==> src/rtl/quadrature_decoder.sv <==
// quadrature_decoder
//   Decodes a two-channel quadrature encoder into step strobes for a
//   position counter. Each phase is synchronized with two flops and then
//   debounced. A level is only accepted after it has persisted for
//   FILTER_CYCLES consecutive cycles. Changes in the accepted {A,B} pair
//   are classified as one of three things: a forward step, a reverse step,
//   or an illegal double-bit transition.
//
//   State | meaning
//   INIT  | waiting for both synchronized phases to be stable before loading quadState
//   TRACK | decoding accepted-pair changes into step / error strobes
//
// Ports
//   clock        in   rising-edge clock
//   reset        in   synchronous active-high reset
//   phaseA       in   asynchronous quadrature channel A
//   phaseB       in   asynchronous quadrature channel B
//   clearErrors  in   synchronous clear of errorCount
//   enable       out  one-cycle step strobe
//   direction    out  1 = up, 0 = down; holds between strobes
//   error        out  one-cycle illegal-transition strobe
//   errorCount   out  saturating illegal-transition count
//   quadState    out  accepted {A,B} pair
module quadrature_decoder #(
  parameter int FILTER_CYCLES = 4,
  parameter int ERR_WIDTH     = 8
) (
  input  logic                 clock,
  input  logic                 reset,
  input  logic                 phaseA,
  input  logic                 phaseB,
  input  logic                 clearErrors,
  output logic                 enable,
  output logic                 direction,
  output logic                 error,
  output logic [ERR_WIDTH-1:0] errorCount,
  output logic [1:0]           quadState
);

  // The filter counters accept on the cycle that would bring them to
  // FILTER_CYCLES, so they never need to hold that value themselves.
  localparam logic [7:0] F_LAST = 8'(FILTER_CYCLES - 1);

  typedef enum logic {INIT, TRACK} state_t;

  state_t state, state_n;

  logic sync_a1, sync_a2, sync_b1, sync_b2;
  logic acc_a, acc_b, acc_a_n, acc_b_n;
  logic [7:0] cnt_a, cnt_b, cnt_a_n, cnt_b_n;
  logic [7:0] stab_cnt, stab_cnt_n;
  logic enable_n, direction_n, error_n;
  logic [ERR_WIDTH-1:0] err_cnt_n;
  logic [1:0] quad_n;
  logic [1:0] acc_pair;
  logic [1:0] sync_pair;

  assign acc_pair  = {acc_a, acc_b};
  assign sync_pair = {sync_a2, sync_b2};

  // Successor of a pair in the forward (count-up) Gray sequence.
  function automatic logic [1:0] fwd_next(input logic [1:0] p);
    logic [1:0] r;
    r = 2'b00;
    case (p)
      2'b00: r = 2'b01;
      2'b01: r = 2'b11;
      2'b11: r = 2'b10;
      2'b10: r = 2'b00;
      default: r = 2'b00;
    endcase
    return r;
  endfunction

  always_ff @(posedge clock) begin
    if (reset) begin
      state      <= INIT;
      sync_a1    <= 1'b0;
      sync_a2    <= 1'b0;
      sync_b1    <= 1'b0;
      sync_b2    <= 1'b0;
      acc_a      <= 1'b0;
      acc_b      <= 1'b0;
      cnt_a      <= 8'd0;
      cnt_b      <= 8'd0;
      stab_cnt   <= 8'd0;
      enable     <= 1'b0;
      direction  <= 1'b1;
      error      <= 1'b0;
      errorCount <= '0;
      quadState  <= 2'b00;
    end else begin
      state      <= state_n;
      sync_a1    <= phaseA;
      sync_a2    <= sync_a1;
      sync_b1    <= phaseB;
      sync_b2    <= sync_b1;
      acc_a      <= acc_a_n;
      acc_b      <= acc_b_n;
      cnt_a      <= cnt_a_n;
      cnt_b      <= cnt_b_n;
      stab_cnt   <= stab_cnt_n;
      enable     <= enable_n;
      direction  <= direction_n;
      error      <= error_n;
      errorCount <= err_cnt_n;
      quadState  <= quad_n;
    end
  end

  always_comb begin
    state_n     = state;
    acc_a_n     = acc_a;
    acc_b_n     = acc_b;
    cnt_a_n     = 8'd0;
    cnt_b_n     = 8'd0;
    stab_cnt_n  = stab_cnt;
    enable_n    = 1'b0;
    error_n     = 1'b0;
    direction_n = direction;
    err_cnt_n   = errorCount;
    quad_n      = quadState;

    // Per-channel debounce: count while the synchronized level disagrees
    // with the accepted one; any agreement restarts the count.
    if (sync_a2 != acc_a) begin
      if (cnt_a == F_LAST) acc_a_n = sync_a2;
      else                 cnt_a_n = cnt_a + 8'd1;
    end
    if (sync_b2 != acc_b) begin
      if (cnt_b == F_LAST) acc_b_n = sync_b2;
      else                 cnt_b_n = cnt_b + 8'd1;
    end

    case (state)
      INIT: begin
        // The pair is stable when the next value of sync stage 2
        // (currently in stage 1) matches its present value.
        if ({sync_a1, sync_b1} != sync_pair) begin
          stab_cnt_n = 8'd0;
        end else if (stab_cnt == F_LAST) begin
          // Seed the filters with the loaded pair so TRACK starts with
          // no pending difference and emits no spurious strobe.
          quad_n     = sync_pair;
          acc_a_n    = sync_a2;
          acc_b_n    = sync_b2;
          cnt_a_n    = 8'd0;
          cnt_b_n    = 8'd0;
          stab_cnt_n = 8'd0;
          state_n    = TRACK;
        end else begin
          stab_cnt_n = stab_cnt + 8'd1;
        end
      end
      TRACK: begin
        if (acc_pair != quadState) begin
          quad_n = acc_pair;
          if ((acc_pair ^ quadState) == 2'b11) begin
            error_n = 1'b1;
            if (errorCount != {ERR_WIDTH{1'b1}}) err_cnt_n = errorCount + 1'b1;
          end else begin
            enable_n    = 1'b1;
            direction_n = (fwd_next(quadState) == acc_pair);
          end
        end
      end
      default: state_n = INIT;
    endcase

    if (clearErrors) err_cnt_n = '0;
  end

endmodule

==> config.mk <==
export PLATFORM = sky130hd
export DESIGN_NAME = quadrature_decoder
export DESIGN_NICKNAME = d
export VERILOG_FILES = /design/src/rtl/quadrature_decoder.sv
export SDC_FILE = /design/constraint.sdc
export NUM_CORES = 1
export LEC_CHECK = 0
export CORE_MARGIN = 3
export CORE_UTILIZATION = 26
export CTS_CLUSTER_DIAMETER = 100
export DETAILED_ROUTE_END_ITERATION = 7
export PLACE_DENSITY = 0.5
export SETUP_SLACK_MARGIN = 0.15
export SLEW_MARGIN = 10
export SYNTH_ARGS = -nofsm -noshare
export SYNTH_HDL_FRONTEND = slang
export SYNTH_SLANG_ARGS = --single-unit
==> constraint.sdc <==
create_clock -name clock -period 2.2 [get_ports clock]
set_input_delay 0.66 -clock clock [delete_from_list [all_inputs] [get_ports clock]]
set_output_delay 0.66 -clock clock [all_outputs]
set_load 0.02 [all_outputs]
### Yosys cells after proc, flatten, opt, wreduce, memory -nomap -nowiden

Cells that the tools add are included.

* reduce and logical (&&, ||, !) cells: 6
* bitwise operators: 4
* shift-type cells: 0
* $mul: 0
* $add $sub $neg: 4
* divide/modulo/power cells: 0
* eq/ne operators: 16
* $lt $le $gt $ge: 0
* multiplexer cells: 35

Operators with widths (number)
* $mux W8: 12
* $add A8 B1 Y8 const B: 4
* $eq A8 B2 Y1 const B: 3
* $mux W1: 15
* $mux W2: 6
* $ne A8 B8 Y1 const B: 1
* $pmux W2 S4: 1
* $eq A2 B2 Y1 const B: 3
* $reduce_and A3 Y1: 2
* $ne A2 B2 Y1: 2
* $ne A2 B2 Y1 const B: 2
* $pmux W2 S2: 1
* $reduce_and A4 Y1: 1
* $not A1 Y1: 3
* $reduce_or A3 Y1: 1
* $eq A2 B1 Y1 const B: 1
* $eq A2 B2 Y1: 1
* $logic_not A2 Y1: 1
* $ne A1 B1 Y1: 2
* $ne A2 B1 Y1 const B: 1
* $reduce_or A2 Y1: 1
* $xor A2 B2 Y2: 1

* latch bits: 0
* bits in registers: 44
* bits in writable memories: 0
* memory bits (read-only): 0
* output and inout bits: 13
* logic and storage cells: 80
* input port bits: 5
* memories: 0

### Longest topological paths before layout

* word-level depth: 6
* mapped depth: 6
* mapped depth without buffers: 5

### Worst setup path after synthesis

No wires, ideal clock.

* kind: reg2reg
* from: register cnt_a[0]
* to: register cnt_a[7]
* library setup time: 115 ps
* data arrival time: 1611 ps
* slack: 474 ps
* cell stages (with the launch flop): 7
* data required time: 2085 ps
* buffers on the path: 1
* clock period less this slack: 1726 ps
* cell sequence: dfxtp_1 ha_1 or4b_1 nor4_1 or4_1 buf_4 nor2_2

* longest elaborated chain between the ends: 6
* elaborated cells on any way between the ends: 7
* classes of those cells: add/sub: 1; eq/ne: 1; mux: 5

RTL lines
* start: declaration: line 50 `logic [7:0] cnt_a, cnt_b, cnt_a_n, cnt_b_n;`
* start signal: assignment: line 100 `cnt_a <= cnt_a_n;`
* $add A8 B1 Y8 or $eq A8 B2 Y1 (tied branches): line 128, 127
* $mux W8 (*): line 127 `if (cnt_a == F_LAST) acc_a_n = sync_a2;`
* $mux W8 (*): line 126 `if (sync_a2 != acc_a) begin`
* $mux W8: line 141 `end else if (stab_cnt == F_LAST) begin`
* $mux W8: line 139 `if ({sync_a1, sync_b1} != sync_pair) begin`
* $mux W8 (*): line 135 `case (state)`

Mark *: on every way between the ends. The rest lies on a longest branch, timed or not.
A chain may end at the register's enable or synchronous reset.

### Worst setup path in the final report

* from: register errorCount[0]
* to: output port errorCount[0]

RTL lines
* start: declaration: line 36 `output logic [ERR_WIDTH-1:0] errorCount,`
* start signal: assignment: line 106 `errorCount <= err_cnt_n;`

No word-level cell between the ends.

==> flow_summary.yaml <==
synthesis:
  synth_edf_count: 0
  yosys_warnings: 0
  synth_fp_nets: 230
  synth_ff_type: "dfxtp_1"
  ys_seq_area_share_pct: 42.90
  synth-seq-cells: 44
  synthArstFlopShare_pct: 0
  synth_cell_types: 44
  syn_area_per_cell_um2: 9.333
  yosysTopAreaCellShare_pct: 42.90
  synth_area_leaders: "dfxtp_1 (43%), xor2_1 (6.4%), xnor2_1 (6.0%)"
  yosys.area.top_type: "dfxtp_1"
  syn-cell-area_um2: 2053
  syn_inst: 220
sta:
  hold_violations: 0
  tns_ps: 0
  fin_crit_ps: 1965
  worst_slew_pin_slew_ps: 446.5
  relSlewSlack_pct: 70.05
  finalSetupViolations: 0
  period_share_pct: 89.32
  finalClockSkew_ps: 5.976
  rsz0062_at_grt: "no"
  max_freq_ghz: 0.5089
  slew_viol_final: 0
placement:
  port_buffers: 17
  routabilityCongestion: 0.7531
  dp_hpwl_um: 2857
clock_tree:
  clock_latency_ps: 290
  cts.reportedPaths.clkPinSlew_ps: 80
  tritoncts: "yes"
  clockBufferDepth: 2
  numCtsBuffers: 5
  root_buffer: "clkbuf_8"
  cts.sinks: 44
  ctsHoldBuffers: 0
  h-tree-depth: 2
power_and_ir_drop:
  leakagePower_nw: 1.002
  worst_ir_drop_vdd_mv: 0.2724
  fin_total_pwr_mw: 1.542
  power-per-cell-area_nw_per_um2: 612.1
floorplan:
  fp.dieArea_um2: 8999
  dieWidth_um: 94.87
  rows: 31
  io-pin-count: 18
  core_area_um2: 7447
  die_height_um: 94.87
  start_util_pct: 27.57
detailed_routing:
  wl_per_cell_um: 11.04
  drc: 0
  drt_first_pass_iters: 4
  vias_per_cell: 4.517
  dr_total_vias: 1563
  drt-initial-drc-count: 34
  antenna_left: 0
  drt_wl_total_um: 3820
final_layout:
  n_fill_cell: 799
  area_delta_synth_final_pct: 22.67
  layout_commonest_cell: "dfxtp_1"
  drive_gt1_share_pct: 16.19
  mostFrequentLayoutCells: "dfxtp_1 (44), nor2_1 (16), xor2_1 (15)"
  multi_input_area_um2: 1119
  n_antenna_cell: 0
  regArea_um2: 880.8
  finalNetCount: 256
grt:
  grt_start_max_net_pins: 15
  grt_usage_pct: 9.459
  antenna_found_initial: 0
  gr-total-overflow: 0
  grt_pass1_vias: 1465
  grt_first_pass_wirelength_um: 6762
setup_path:
  cpLargestDelayFamily: "buffers and inverters"
  crit_arrival_ps: 1310
  path_max_fanout: 5
  worst_setup_path_end_kind: "output port"
  ff2ff_setup_slack_ps: 330
  cp_num_buf_inv: 1
  path_depth: 1
  critPathLaunchType: "register"
  critPathSlowestCell: "clkdlybuf4s50_1"
  setup.worst_path.class: "reg2out"
  r2r_cells: 6
  crit_chain: "clkdlybuf4s50_1"
  critPathMaxStageDelay_ps: 630
  critPathRequiredTime_ps: 1540
flow_run:
  maxCapViolCount: 0
min_path:
  hold-path-cell-count: 1
  hp-class: "reg2reg"
outcome:
  status: "finished, final reports clean"
-- through the flow --
stage	cell area (um^2)	setup WS, ps	utilization (%)	hold slack, ps	cells
after global routing	2519	165.8	33.82	495.0	346
after CTS	2500	155.4	33.57	472.7	346
after global placement	2377	64.44	31.92	442.3	338
after detailed placement	2377	46.34	31.92	453.0	338
after floorplan	2053	474.1	-	429.7	220
final	2519	234.9	33.82	464.0	346
-- synth_stat cells, types with 4 or more instances --
master,count
dfxtp_1,44
nor3_1,4
nand2_1,12
ha_1,5
inv_1,6
nor2b_1,7
a21oi_1,7
nor2_2,13
nand3_1,13
nor4_1,5
nor2_1,16
xnor2_1,14
clkbuf_1,5
and3_1,4
xor2_1,15
o21ai_0,5
-- path summary, 6_finish.rpt --
kind | startpoint | end
max | errorCount[0] | errorCount[0]
min reg2reg | cnt_a[0] | cnt_a[0]
max reg2reg | cnt_a[0] | cnt_a[0]
min | cnt_a[0] | cnt_a[0]
-- worst register-to-register path: cells and delay by family, from the launching register on --
| kind | cells | cell delay, ps |
|---|---|---|
| buffers and inverters | 1 | 170 |
| AND/OR/NAND/NOR | 4 | 990 |
| flip-flops | 1 | 370 |
| adder cells (fa/ha/maj) | 1 | 240 |
-- kinds of logic (layout without fill, tap and decap cells) --
logic type / count (synthesis) / in the layout / synth area share, %
xor gates and xnor gates: 29 / 29 / 12.37
muxes: 5 / 5 / 2.559
buffers and inverters: 13 / 40 / 2.925
DFF: 44 / 44 / 42.90
adders and majority gates: 5 / 5 / 3.047
AOI/OAI and AO/OA: 30 / 30 / 9.872
and+or+nand+nor: 94 / 94 / 26.33
-- metal layers --
| layer | vias up | share of wire, % | track usage [%] |
|---|---|---|---|
| met5 | - | 0 | 0 |
| met1 | 707 | 53 | 13.06 |
| met4 | 0 | 0.84 | 3.606 |
| met2 | 24 | 42 | 13.92 |
| li1 | 830 | - | - |
| met3 | 2 | 4.1 | 2.629 |
-- final cells by class --
cell class	instances	share of cell area [%]
multi-input combinational	163	44.41
inverter	6	0.8942
timing repair buffer	26	9.786
clock buffer	7	3.825
clock inverter	1	1.192
tap	99	4.918
sequential	44	34.97
-- state kept, by name, indices dropped and copies added, names as in the netlist --
register,cells
acc_b,1
quadState,2
direction,1
state,1
error,1
errorCount,8
sync_b1,1
sync_b2,1
sync_a2,1
acc_a,1
enable,1
cnt_b,8
stab_cnt,8
cnt_a,8
sync_a1,1
-- what timing repair did --
action	4_1_cts	5_1_grt
buffers inserted	0	0
hold endpoints to repair	0	0
gates resized for setup	3	6
pin swaps	0	0
setup endpoints to repair	3	13
-- power by group --
| group | leakage (nW) | switching [mW] | internal [mW] |
|---|---|---|---|
| combinational | 0.582 | 0.0321 | 0.0320 |
| clock | 0.0645 | 0.264 | 0.401 |
| sequential | 0.356 | 0.00864 | 0.804 |
Power figures use the tool's default switching activity.
